**config.mk**
```make
export PLATFORM = sky130hd
export DESIGN_NAME = s2p_frame_ctrl
export DESIGN_NICKNAME = d
export VERILOG_FILES = /design/src/rtl/s2p_frame_ctrl_pkg.sv /design/src/rtl/s2p_frame_ctrl_shift.sv /design/src/rtl/s2p_frame_ctrl.sv
export SDC_FILE = /design/constraint.sdc
export NUM_CORES = 1
export LEC_CHECK = 0
export BUFFER_PORTS_ARGS = -buffer_cell sky130_fd_sc_hd__buf_4
export CAP_MARGIN = 20
export CORE_ASPECT_RATIO = 1.5
export CORE_UTILIZATION = 59
export CTS_CLUSTER_DIAMETER = 80
export DETAILED_ROUTE_END_ITERATION = 10
export PLACE_DENSITY_LB_ADDON = 0.08
export SKIP_LAST_GASP = 1
export SLEW_MARGIN = 30
export SYNTH_ARGS = -nofsm -noshare
export SYNTH_HDL_FRONTEND = slang
export SYNTH_SLANG_ARGS = --single-unit
```
**constraint.sdc**
```tcl
create_clock -name clk -period 2.5 [get_ports clk]
set_clock_uncertainty 0.15 [all_clocks]
set_input_delay 0.125 -clock clk [delete_from_list [all_inputs] [get_ports clk]]
set_output_delay 0.125 -clock clk [all_outputs]
set_load 0.02 [all_outputs]
```
**src/rtl/s2p_frame_ctrl_pkg.sv**
```systemverilog
// Shared definitions for the serial-to-parallel frame receiver.
// Latency: n/a (types and constants only).
// Backpressure: n/a.
//
// Holds the FSM state encoding, the default abort timeout and a helper
// that expands the 4-bit length field (0 means 16 bits).
package s2p_frame_ctrl_pkg;

  localparam int DEFAULT_TIMEOUT = 4096;

  typedef enum logic [2:0] {
    ST_IDLE   = 3'd0,
    ST_DATA   = 3'd1,
    ST_PARITY = 3'd2,
    ST_STOP   = 3'd3,
    ST_HOLD   = 3'd4
  } state_t;

  function automatic logic [4:0] decode_len(input logic [3:0] l);
    return (l == 4'd0) ? 5'd16 : {1'b0, l};
  endfunction

endpackage

```
**src/rtl/s2p_frame_ctrl_shift.sv**
```systemverilog
// rx_shift16: 16-bit MSB-first shift register with a 5-bit bit counter.
// Latency: word/cnt update on the clk edge after clear or shift.
// Backpressure: none; the caller sequences clear/shift.
//
// Ports: clk, reset (async active-high), clear (zero word and count),
//        shift (shift ser_bit into bit 0), ser_bit, word[15:0], cnt[4:0].
// Once 16 bits are in, further shifts are ignored so the word never wraps.
module rx_shift16 (
  input  logic        clk,
  input  logic        reset,
  input  logic        clear,
  input  logic        shift,
  input  logic        ser_bit,
  output logic [15:0] word,
  output logic [4:0]  cnt
);

  always_ff @(posedge clk or posedge reset) begin
    if (reset) begin
      word <= '0;
      cnt  <= '0;
    end else if (clear) begin
      word <= '0;
      cnt  <= '0;
    end else if (shift && (cnt != 5'd16)) begin
      word <= {word[14:0], ser_bit};
      cnt  <= cnt + 5'd1;
    end
  end

endmodule

```
**src/rtl/s2p_frame_ctrl.sv**
```systemverilog
// s2p_frame_ctrl: receives framed serial words (start, 1-16 data bits,
//   optional odd parity, stop) clocked by an asynchronous ser_clk.
// Latency: SYNC_STAGES+1 clk cycles from the ser_clk fall of the stop bit
//   to data_valid; data_valid drops the cycle after data_valid&data_ready.
// Backpressure: a held word waits for data_ready; start bits arriving
//   meanwhile are dropped and flagged with an overrun pulse.
//
// Ports: clk, reset (async active-high), ser_clk, ser_data, len (0=16),
//        parity_en, data_out[15:0], data_valid, data_ready, busy,
//        frame_err, parity_err, overrun (error outputs are 1-cycle pulses).
module s2p_frame_ctrl
  import s2p_frame_ctrl_pkg::*;
#(
  parameter int TIMEOUT     = DEFAULT_TIMEOUT,
  parameter int SYNC_STAGES = 2
) (
  input  logic        clk,
  input  logic        reset,
  input  logic        ser_clk,
  input  logic        ser_data,
  input  logic [3:0]  len,
  input  logic        parity_en,
  output logic [15:0] data_out,
  output logic        data_valid,
  input  logic        data_ready,
  output logic        busy,
  output logic        frame_err,
  output logic        parity_err,
  output logic        overrun
);

  localparam int TW = $clog2(TIMEOUT + 1);
  localparam logic [TW-1:0] TMO_LAST = TW'(TIMEOUT - 1);

  // Synchronizers reset to 1 so an idle-high line produces no false edge.
  logic [SYNC_STAGES-1:0] clk_sync;
  logic [SYNC_STAGES-1:0] dat_sync;
  logic                   clk_prev;

  always_ff @(posedge clk or posedge reset) begin
    if (reset) begin
      clk_sync <= '1;
      dat_sync <= '1;
      clk_prev <= 1'b1;
    end else begin
      clk_sync <= {clk_sync[SYNC_STAGES-2:0], ser_clk};
      dat_sync <= {dat_sync[SYNC_STAGES-2:0], ser_data};
      clk_prev <= clk_sync[SYNC_STAGES-1];
    end
  end

  logic fall;
  logic sample;
  assign fall   = clk_prev & ~clk_sync[SYNC_STAGES-1];
  assign sample = dat_sync[SYNC_STAGES-1];

  state_t        state;
  logic [4:0]    len_q;
  logic          par_en_q;
  logic          par_bad;
  logic [TW-1:0] tmo_cnt;
  logic [15:0]   word;
  logic [4:0]    bit_cnt;
  logic          sh_clear;
  logic          sh_shift;

  assign sh_clear = (state == ST_IDLE) && fall && !sample;
  assign sh_shift = (state == ST_DATA) && fall;

  rx_shift16 u_shift (
    .clk     (clk),
    .reset   (reset),
    .clear   (sh_clear),
    .shift   (sh_shift),
    .ser_bit (sample),
    .word    (word),
    .cnt     (bit_cnt)
  );

  assign data_valid = (state == ST_HOLD);
  assign busy       = (state != ST_IDLE);

  always_ff @(posedge clk or posedge reset) begin
    if (reset) begin
      state      <= ST_IDLE;
      len_q      <= '0;
      par_en_q   <= 1'b0;
      par_bad    <= 1'b0;
      tmo_cnt    <= '0;
      data_out   <= '0;
      frame_err  <= 1'b0;
      parity_err <= 1'b0;
      overrun    <= 1'b0;
    end else begin
      frame_err  <= 1'b0;
      parity_err <= 1'b0;
      overrun    <= 1'b0;
      case (state)
        ST_IDLE: begin
          tmo_cnt <= '0;
          if (fall && !sample) begin
            len_q    <= decode_len(len);
            par_en_q <= parity_en;
            par_bad  <= 1'b0;
            state    <= ST_DATA;
          end
        end
        ST_DATA, ST_PARITY, ST_STOP: begin
          // An edge in the same cycle as the timeout wins.
          if (fall) begin
            tmo_cnt <= '0;
            if (state == ST_DATA) begin
              // bit_cnt is the pre-shift count in the edge cycle.
              if (bit_cnt + 5'd1 == len_q)
                state <= par_en_q ? ST_PARITY : ST_STOP;
            end else if (state == ST_PARITY) begin
              // Upper word bits are zero, so the full reduction is the data weight.
              if (!(^{word, sample})) begin
                parity_err <= 1'b1;
                par_bad    <= 1'b1;
              end
              state <= ST_STOP;
            end else begin
              if (!sample) begin
                frame_err <= 1'b1;
                state     <= ST_IDLE;
              end else if (par_bad) begin
                state <= ST_IDLE;
              end else begin
                data_out <= word;
                state    <= ST_HOLD;
              end
            end
          end else if (tmo_cnt == TMO_LAST) begin
            frame_err <= 1'b1;
            tmo_cnt   <= '0;
            state     <= ST_IDLE;
          end else begin
            tmo_cnt <= tmo_cnt + 1'b1;
          end
        end
        ST_HOLD: begin
          if (fall && !sample)
            overrun <= 1'b1;
          if (data_ready)
            state <= ST_IDLE;
        end
        default: state <= ST_IDLE;
      endcase
    end
  end

endmodule

```
==> results of run 1 <==
sequential cells by signal (all words and copies together), names as in the netlist, 2 cells and up:
register / count
data_out: 16
u_shift.word: 16
tmo_cnt: 13
len_q: 5
u_shift.cnt: 5
state: 3
clk_sync: 2
dat_sync: 2
metrics by stage:
step / utilization, % / worst slack (ps) / cell area, um^2 / hold WS, ps / total power [mW]
after floorplan: - / 521.8 / 3234 / -20.52 / 2.240
after global placement: 67.67 / 368.6 / 3522 / 83.95 / 2.412
after detailed placement: 67.67 / 236.6 / 3522 / 84.51 / 2.447
after CTS: 73.29 / 199.0 / 3815 / 33.97 / 3.399
after global routing: 73.29 / 12.71 / 3815 / 56.34 / 3.573
final: 73.29 / 201.4 / 3815 / 47.84 / 3.373
routing by layer:
metal / vias to the layer above / global-route usage (%)
li1: 1111 / -
met1: 1152 / 29.06
met2: 43 / 41.94
met3: 12 / 5.788
met4: 0 / 11.24
met5: - / 0
cell usage in the layout, fill, tap and decap left out, types with 2 or more instances in the layout:
cell,netlist,final
a21o_1,2,2
nor4_4,2,2
o21ai_0,18,18
nand2b_1,2,2
a21oi_1,4,4
nand3_1,8,8
nand2_1,41,41
or3_1,4,4
ha_1,3,3
clkbuf_8,0,12
nor3_1,8,7
nor2_2,2,2
xnor3_1,2,2
buf_4,3,35
mux2i_1,16,16
nor2b_1,2,2
and3_1,4,4
dlygate4sd3_1,0,8
nor2_1,22,22
inv_1,9,8
o21a_1,2,2
xnor2_1,15,15
dfrtp_1,63,63
a31oi_1,7,7
mux2_2,17,17
and4_1,2,2
dfstp_2,5,5
xor2_1,5,5
a22o_1,3,3
power by group:
group	internal [mW]	leakage, nW	switching, mW
clock network	0.543	0.110	0.394
registers	1.28	0.912	0.193
logic	0.483	0.828	0.484
total	2.30	1.85	1.07
repair_timing:
item / CTS / global route
resized for setup: 0 / 0
hold buffers: 8 / 0
endpoints found under the hold margin: 71 / 0
layout make-up:
class	count	area (um^2)	area share, %
flip-flops and latches	68	1708	44.77
multi-input cells	206	1413	37.03
repair buffers	44	362.8	9.511
clock buffers	13	168.9	4.428
well taps	68	85.08	2.230
clock inverters	3	43.79	1.148
inverters	9	33.78	0.8855
worst max-delay path, cell delays in order (launching register included):
cell,delay (ps)
dfrtp_1,370
ha_1,230
nand3_1,220
nor4_4,620
nor2_2,250
nor2_1,190
a32oi_1,120
how the worst max path moves through the flow:
stage	endpoint	slack, ps	cells past startpoint
floorplan	data_out[0]	520	1
global placement	state[0]	370	6
detailed placement	state[0]	240	6
CTS	state[0]	200	6
global route	state[0]	10	6
finish	state[0]	200	6
cell families (layout without fill, tap and decap cells):
logic type,count (synthesis),count (layout),synth area share (%)
fa+ha+maj,3,3,1.161
compound gates,43,43,8.240
buf+inv,23,69,3.868
simple gates,105,105,16.25
flops,68,68,52.80
mux,33,33,10.87
xor+xnor,22,22,6.808
==> results.toml, run 1 <==
[status]
outcome = "finished clean"

[timing]
hold_violations = 0
fin_setup_tns_ps = 0
slew_viol_final = 0
worstMarginPinSlew_ps = 568.4
fin_crit_sh_pct = 91.94
fin_crit_ps = 2299
setup_viol = 0
rsz0062_at_grt = "false"
fmax_mhz = 435.1
slew_headroom_pct = 61.82

[yosys]
synthTopCellsByArea = "dfrtp_1 49%, mux2_2 5.9%, mux2i_1 5.0%"
synthesis.instances = 297
synth_commonest_cells = "63 x dfrtp_1, 41 x nand2_1, 22 x nor2_1"
synth-seq-area-share_pct = 52.80
yosysMostFrequentCell = "dfrtp_1"
async_flop_share_pct = 100.0
synthFlopType = "dfrtp_1"
synth-edff-count = 0
synth_seq_cells = 68
synth_cell_types = 44
synth_top_cell_by_area = "dfrtp_1"
synthesis.area_um2 = 3234
yosysWarnings = 0
synth.avg_cell_area_um2 = 10.89
syn_nets = 310
yosysTopAreaCellShare_pct = 48.74

[detailed_routing]
dr_wl_met2_um = 3268
wl_per_cell_um = 15.08
drtPass1Iterations = 4
dr.max_layer_used = "met4"
routed_wl_um = 6196
drt.antenna.violating_nets = 0
wl_met3_um = 170
initialDrtViolationCount = 132
num_vias = 2318
via_per_inst = 5.640
wl_met1_um = 2639
drc = 0

[finish]
area_growth_pct = 17.95
drive_gt1_share_pct = 23.91
diodes = 0
layout.cells.non_filler = 411
nets = 351
n_fill_cell = 398

[clock_network]
htreeDepth = 3
clock_tree.root_cell = "clkbuf_8"
cts_setup_buffers = 0
clkSinkCount = 68
cts_buffer_depth = 2
cts_buffers = 9
cts_tree = "built"
clk_pin_slew_worst_paths_ps = 70
clk_latency_ps = 330

[power_and_ir_drop]
ir_drop_mv = 0.7067
power_leakage_nw = 1.850
power_density_nw_per_um2 = 884.1

[die]
core_area_um2 = 5205
ios = 31
die-width_um = 62.46
die_area_um2 = 5788
initial_core_util_pct = 62.14
num_rows = 32
dieHeight_um = 92.68

[min_path]
hp-class = "in2reg"
min_to = "state[2]"
hp-start = "data_ready"
min_path_cells = 3

[worst_setup_path]
critPathRequiredTime_ps = 2530
start_kind = "flip-flop"
crit_type = "reg2reg"
end_kind = "flip-flop"
regToRegSetupSlack_ps = 200
r2r_cells = 6
cp_max_fo = 14
r2r_end = "state[0]"
crit_start = "tmo_cnt[0]"
timing.rr.start = "tmo_cnt[0]"
crit_arrival_ps = 2330

[placed_design]
dpl.hpwl_um = 4187
finalWeightedCongestion = 0.8108
dp.cells = 387
numPortBuffers = 30

[grt]
grtUsageTotal_pct = 24.53
grt_pass1_wl_um = 10920
grt_max_degree = 37
grt_antenna_before_repair = 0
grt.overflow.total = 0
grt_pass1_vias = 2367

[run]
maxCapViolations = 0
(Power assumes the default switching activity.)
==> run 2: changes to the inputs <==
--- a/config.mk
+++ b/config.mk
@@ -5,10 +5,14 @@
 export SDC_FILE = /design/constraint.sdc
 export NUM_CORES = 1
 export LEC_CHECK = 0
+export ABC_AREA = 1
 export BUFFER_PORTS_ARGS = -buffer_cell sky130_fd_sc_hd__buf_4
 export CAP_MARGIN = 20
+export CELL_PAD_IN_SITES_DETAIL_PLACEMENT = 2
+export CELL_PAD_IN_SITES_GLOBAL_PLACEMENT = 2
 export CORE_ASPECT_RATIO = 1.5
-export CORE_UTILIZATION = 59
+export CORE_MARGIN = 5
+export CORE_UTILIZATION = 36
 export CTS_CLUSTER_DIAMETER = 80
 export DETAILED_ROUTE_END_ITERATION = 10
 export PLACE_DENSITY_LB_ADDON = 0.08
==> run 2 against run 1 <==
Sequential power barely moved. Non-clock buffer count rose by 1. Clock-buffer cell count rose by 1. Global-route usage fell by 7.0 points. Sequential share of layout area fell by 2.8 points. Maximum frequency rose by 10%. Combinational power rose by 32%. Final area rose by 6.6%. First-iteration DRC count fell by 58%. Clock power rose by 29%.
==> results.toml, run 2 <==
[die]
die_area_um2 = 11290
num_rows = 43
initial_core_util_pct = 36.33
dieHeight_um = 127.7
core_area_um2 = 9146
ios = 31
die-width_um = 88.45

[placed_design]
numPortBuffers = 30
dpl.hpwl_um = 6540
dp_slack_ps = 404.4
finalWeightedCongestion = 0.7861

[worst_setup_path]
slowest_delay_ps = 520
path_cells = "inv_1, nor2_4, inv_2, nor2_4, inv_2, nor2_8, inv_2, or2_1, o41ai_2"
cpMostUsedCell = "inv_2"
path_delay_family = "simple AND/OR/NAND/NOR gates"
slowest_stage = "dfstp_2"
end_kind = "flip-flop"
crit_type = "reg2reg"
start_kind = "flip-flop"
critPathBufInv = 4
crit_arrival_ps = 2170
cp_max_fo = 15
critPathRequiredTime_ps = 2580

[power_and_ir_drop]
p_sw_share_pct = 36.68
pwr-share-comb_pct = 32.5
ir_drop_mv = 0.4043
p_sw_mw = 1.441
p_int_mw = 2.488
power_leakage_nw = 1.958
seqPwrFrac_pct = 36.6
power_frac_clock_pct = 30.8
p_total_mw = 3.929
power_density_nw_per_um2 = 966.5

[detailed_routing]
drtPass1Iterations = 3
drc = 0
via_per_inst = 4.995
num_vias = 2787
drt.antenna.violating_nets = 0
initialDrtViolationCount = 56
routed_wl_um = 8935
wl_per_cell_um = 16.01

[yosys]
synth.avg_cell_area_um2 = 8.413
yosysTopAreaCellShare_pct = 47.44
synthesis.instances = 395
synth_cell_types = 33
synthFlopType = "dfrtp_1"
yosysMostFrequentCell = "nand2_1"
synth-seq-area-share_pct = 51.39
synth-edff-count = 0
synth_commonest_cells = "116 x nand2_1, 63 x dfrtp_1, 47 x inv_1"
synthTopCellsByArea = "dfrtp_1 47%, nand2_1 13%, o21ai_0 6.2%"
syn_nets = 408
synth_seq_cells = 68
synthesis.area_um2 = 3323
async_flop_share_pct = 100.0
synth_top_cell_by_area = "dfrtp_1"
yosysWarnings = 0

[timing]
worstMarginPinSlew_ps = 375.0
fin_setup_tns_ps = 0
rsz0062_at_grt = "false"
slew_viol_final = 0
setup_viol = 0
fin_crit_ps = 2087
slew_headroom_pct = 75.00
timing.hold.ws_ps = 204.2
setup_ws_ps = 413.4
fmax_mhz = 479.2
hold_violations = 0
fin_crit_sh_pct = 83.46

[grt]
grt_pass1_wl_um = 15270
grtUsageTotal_pct = 17.57
grt.overflow.total = 0
grt_antenna_before_repair = 0
grt_max_degree = 69
grt_pass1_vias = 3199

[status]
outcome = "finished clean"

[finish]
area_growth_pct = 22.33
diodes = 0
nets = 455
most-common-layout-cells = "116 x nand2_1, 63 x dfrtp_1, 46 x inv_1"
drive_gt1_share_pct = 17.49
layout_commonest_cell = "nand2_1"
n_fill_cell = 1063
top_regs = "data_out x16, u_shift.word x16, tmo_cnt x13"

[clock_network]
htreeDepth = 3
cts_buffers = 9
cts_buffer_depth = 2
clk_pin_slew_worst_paths_ps = 50
clkSinkCount = 68
clk_latency_ps = 330
clock_tree.root_cell = "clkbuf_16"
cts_tree = "built"

[run]
maxCapViolations = 0

[min_path]
hp-class = "reg2reg"
## run 2: repair_timing
action                                 4_1_cts  5_1_grt
setup buffers                                0        0
hold buffers                                 9        0
endpoints found under the hold margin       71        0
setup endpoints to repair                    0        0
resized for setup                            0        0
## run 2: cell type report
class,count,area [um^2],area share [%]
Clock buffer,14,284.0,6.987
Clock inverter,1,5.005,0.1231
Inverter,55,206.4,5.078
Multi-Input combinational cell,263,1349,33.18
Sequential cell,68,1708,42.01
Tap cell,112,140.1,3.447
Timing Repair Buffer,45,372.9,9.172
## run 2: final timing paths
| kind | from | endpoint | slack [ps] | cells past startpoint |
|---|---|---|---|---|
| hold / removal | clk_sync[0] | clk_sync[1] | 200 | 0 |
| min in group asynchronous | reset | state[1] | 290 | 4 |
| max in group asynchronous | reset | dat_sync[0] | 1580 | 4 |
| setup / recovery | clk_prev | len_q[4] | 410 | 9 |
| setup reg to reg | clk_prev | len_q[4] | 410 | 9 |
| hold reg to reg | clk_sync[0] | clk_sync[1] | 200 | 0 |
## run 2: power groups by stage
stage / clock network (mW) / logic (mW) / registers (mW)
detailed placement: 0 / 1.30 / 1.46
global route: 1.30 / 1.45 / 1.46
CTS: 1.25 / 1.32 / 1.44
floorplan: 0 / 0.884 / 1.45
global placement: 0 / 1.23 / 1.45
finish: 1.21 / 1.28 / 1.44
## run 2: stage by stage
step	area (um^2)	cells	utilization [%]
6_report	4065	558	44.45
5_1_grt	4065	558	44.45
4_1_cts	4065	558	44.45
3_5_place_dp	3686	534	40.30
3_3_place_gp	3686	534	40.30
2_1_floorplan	3323	395	-
## run 2: logic make-up (layout without fill, tap and decap cells)
logic type	count (synthesis)	count (layout)	synth area share, %
AOI/OAI and AO/OA	56	56	9.262
DFF	68	68	51.39
xor gates and xnor gates	14	14	3.690
adders and majority gates	3	3	1.130
and+or+nand+nor	190	190	26.51
buffers and inverters	64	115	8.019
## run 2: per-layer routing
layer,GRT usage (%),up-vias,part of all wire (%)
met2,32.17,28,56
met3,4.180,12,2.6
met4,5.694,0,1.6
met1,19.48,1405,40
li1,-,1342,-
met5,0,-,0
## run 2: worst register-to-register path: stages (launching register included)
cell     delay (ps)
dfstp_2         520
inv_1            50
nor2_4          150
inv_2           100
nor2_4          100
inv_2            70
nor2_8          210
inv_2           170
or2_1           270
o41ai_2         200
==> run 3: changes to the inputs <==
--- a/config.mk
+++ b/config.mk
@@ -12,7 +12,7 @@
 export CELL_PAD_IN_SITES_GLOBAL_PLACEMENT = 2
 export CORE_ASPECT_RATIO = 1.5
 export CORE_MARGIN = 5
-export CORE_UTILIZATION = 36
+export CORE_UTILIZATION = 32
 export CTS_CLUSTER_DIAMETER = 80
 export DETAILED_ROUTE_END_ITERATION = 10
 export PLACE_DENSITY_LB_ADDON = 0.08
==> constraint.sdc (replaced) <==
create_clock -name clk -period 1.8 [get_ports clk]
set_clock_uncertainty 0.15 [all_clocks]
set_input_delay 0.09 -clock clk [delete_from_list [all_inputs] [get_ports clk]]
set_output_delay 0.09 -clock clk [all_outputs]
set_load 0.02 [all_outputs]
==> run 3 against run 2 <==
First-iteration DRC count rose by 52%. Die area rose by 11%. Clock-buffer cell count fell by 2. Largest power group is now combinational cells. Largest cell class is now multi-input combinational cells. Critical path depth rose by 4. Sequential power rose by 44%. Total power rose by 77%. Critical endpoint is now par_bad. The run now ends with negative setup slack left. Critical path type unchanged.
==> results.toml, run 3 (synthesis results as in run 2) <==
[finish]
diodes = 0
most-common-layout-cells = "87 x nand2_1, 65 x buf_4, 60 x dfrtp_1"
final_area_um2 = 5199
multiInputGateArea_um2 = 1821
seqCellArea_um2 = 1712
drive_gt1_share_pct = 45.38
area_growth_pct = 56.44
nets = 506
layout_commonest_cell = "nand2_1"
top_regs = "data_out x16, u_shift.word x16, tmo_cnt x13"
n_fill_cell = 1034

[detailed_routing]
drt.antenna.violating_nets = 0
dr_wl_met2_um = 7436
drc = 0
wl_per_cell_um = 20.75
via_per_inst = 5.159
drtPass1Iterations = 4
initialDrtViolationCount = 85
num_vias = 3173
wl_met1_um = 4773
dr.max_layer_used = "met4"
routed_wl_um = 12760
wl_met3_um = 318

[worst_setup_path]
crit_start = "u_shift.word[9]"
timing.rr.start = "u_shift.word[9]"
cpMostUsedCell = "nand2_1"
crit_arrival_ps = 2080
end_kind = "flip-flop"
start_kind = "flip-flop"
slowest_delay_ps = 430
path_cells = "inv_1, nand2_1, nand2_1, nand2_1, nand3_1, nand2_1, inv_1, nand2_1, nand2_1, nand2_1, nand2_1, nand3_2, a21oi_2"
cp_max_fo = 4
crit_type = "reg2reg"
critPathRequiredTime_ps = 1910
slowest_stage = "dfrtp_1"

[clock_network]
clk_latency_ps = 340
clkSinkCount = 68
clk_pin_slew_worst_paths_ps = 60
htreeDepth = 3
cts_buffers = 9
clock_tree.root_cell = "clkbuf_16"
cts_buffer_depth = 2
cts_tree = "built"

[grt]
grt_antenna_before_repair = 0
grt_max_degree = 69
grt.overflow.total = 0
grtUsageTotal_pct = 17.48
grt_pass1_wl_um = 17060
grt_pass1_vias = 3373

[placed_design]
dp_slack_ps = -143.5
numPortBuffers = 30
finalWeightedCongestion = 0.7848
dpl.hpwl_um = 6769
placed_cell_area_um2 = 3864

[timing]
fmax_mhz = 507.1
setup_ws_ps = -171.9
fin_crit_sh_pct = 109.6
slew_viol_final = 0
hold_violations = 0
setup_viol = 52
fin_setup_tns_ps = -3287
rsz0062_at_grt = "true"
worstMarginPinSlew_ps = 396.8
fin_crit_ps = 1972
slew_headroom_pct = 73.55

[die]
die-width_um = 93.21
dieHeight_um = 134.8
die_area_um2 = 12570
num_rows = 45
core_area_um2 = 10130
ios = 31
initial_core_util_pct = 32.79

[power_and_ir_drop]
seqPwrFrac_pct = 29.8
p_total_mw = 6.967
p_int_mw = 4.252
power_density_nw_per_um2 = 1340
pwr-share-comb_pct = 42.9
p_sw_share_pct = 38.97
power_leakage_nw = 2.426
p_sw_mw = 2.715
power_frac_clock_pct = 27.3
ir_drop_mv = 0.5303

[status]
outcome = "finished, violations left"
violations = "negative setup slack"

[min_path]
hp-start = "clk_sync[0]"
hp-class = "reg2reg"

[run]
maxCapViolations = 0
[run 3: cell types whose count changed in the layout (fill, tap and decap cells not counted), moves of 7 or more]
cell / delta
inv_1: -9
nand2_4: +15
o21ai_2: +26
buf_12: +7
nand2_2: +14
nand2_1: -29
buf_4: +30
o21ai_1: +10
o21ai_0: -38
[run 3: routing by layer]
layer / track usage [%] / vias to the layer above
met5: 0 / -
met4: 5.134 / 0
met3: 3.790 / 21
met2: 32.79 / 47
met1: 19.50 / 1650
li1: - / 1455
[run 3: power by group through the flow]
| stage | sequential (mW) | combinational (mW) | clock, mW |
|---|---|---|---|
| floorplan | 2.01 | 1.23 | 0 |
| global placement | 2.00 | 1.89 | 0 |
| detailed placement | 2.02 | 1.98 | 0 |
| CTS | 2.01 | 2.34 | 1.92 |
| global route | 2.11 | 3.25 | 2.01 |
| finish | 2.08 | 2.99 | 1.91 |
[run 3: layout make-up]
cell class	instances	area share [%]
multi-input cells	263	35.02
flip-flops and latches	68	32.92
repair buffers	96	18.97
clock buffers	12	4.549
inverters	55	4.308
well taps	117	2.816
clock inverters	4	1.420
[run 3: critical path, delay by kind of cell, from the launching register on]
family,cells,cell delay [ps]
buffers and inverters,2,250
flip-flops,1,430
AND/OR/NAND/NOR,10,890
AO/OA/AOI/OAI,1,160
[run 3: through the flow]
stage / hold slack (ps) / utilization, % / std cells
final: 205.7 / 51.30 / 615
after global routing: 211.0 / 51.30 / 615
after CTS: -40.40 / 44.69 / 597
after detailed placement: 49.33 / 38.12 / 558
after global placement: 48.66 / 38.12 / 558
after floorplan: -55.52 / - / 395
[run 3: worst paths after layout]
| kind | endpoint | slack (ps) | cells past startpoint |
|---|---|---|---|
| max | par_bad | -170 | 13 |
| min | clk_sync[1] | 210 | 0 |
| max reg2reg | par_bad | -170 | 13 |
| min reg2reg | clk_sync[1] | 210 | 0 |
| max in group asynchronous | clk_sync[0] | 880 | 4 |
| min in group asynchronous | data_out[4] | 260 | 4 |
[run 3: repair_timing]
item	CTS	global route
hold buffers	8	1
endpoints found under the hold margin	71	1
gates cloned	2	7
pin swaps	7	18
buffers inserted	13	13
setup endpoints to repair	34	61
gates resized for setup	35	145
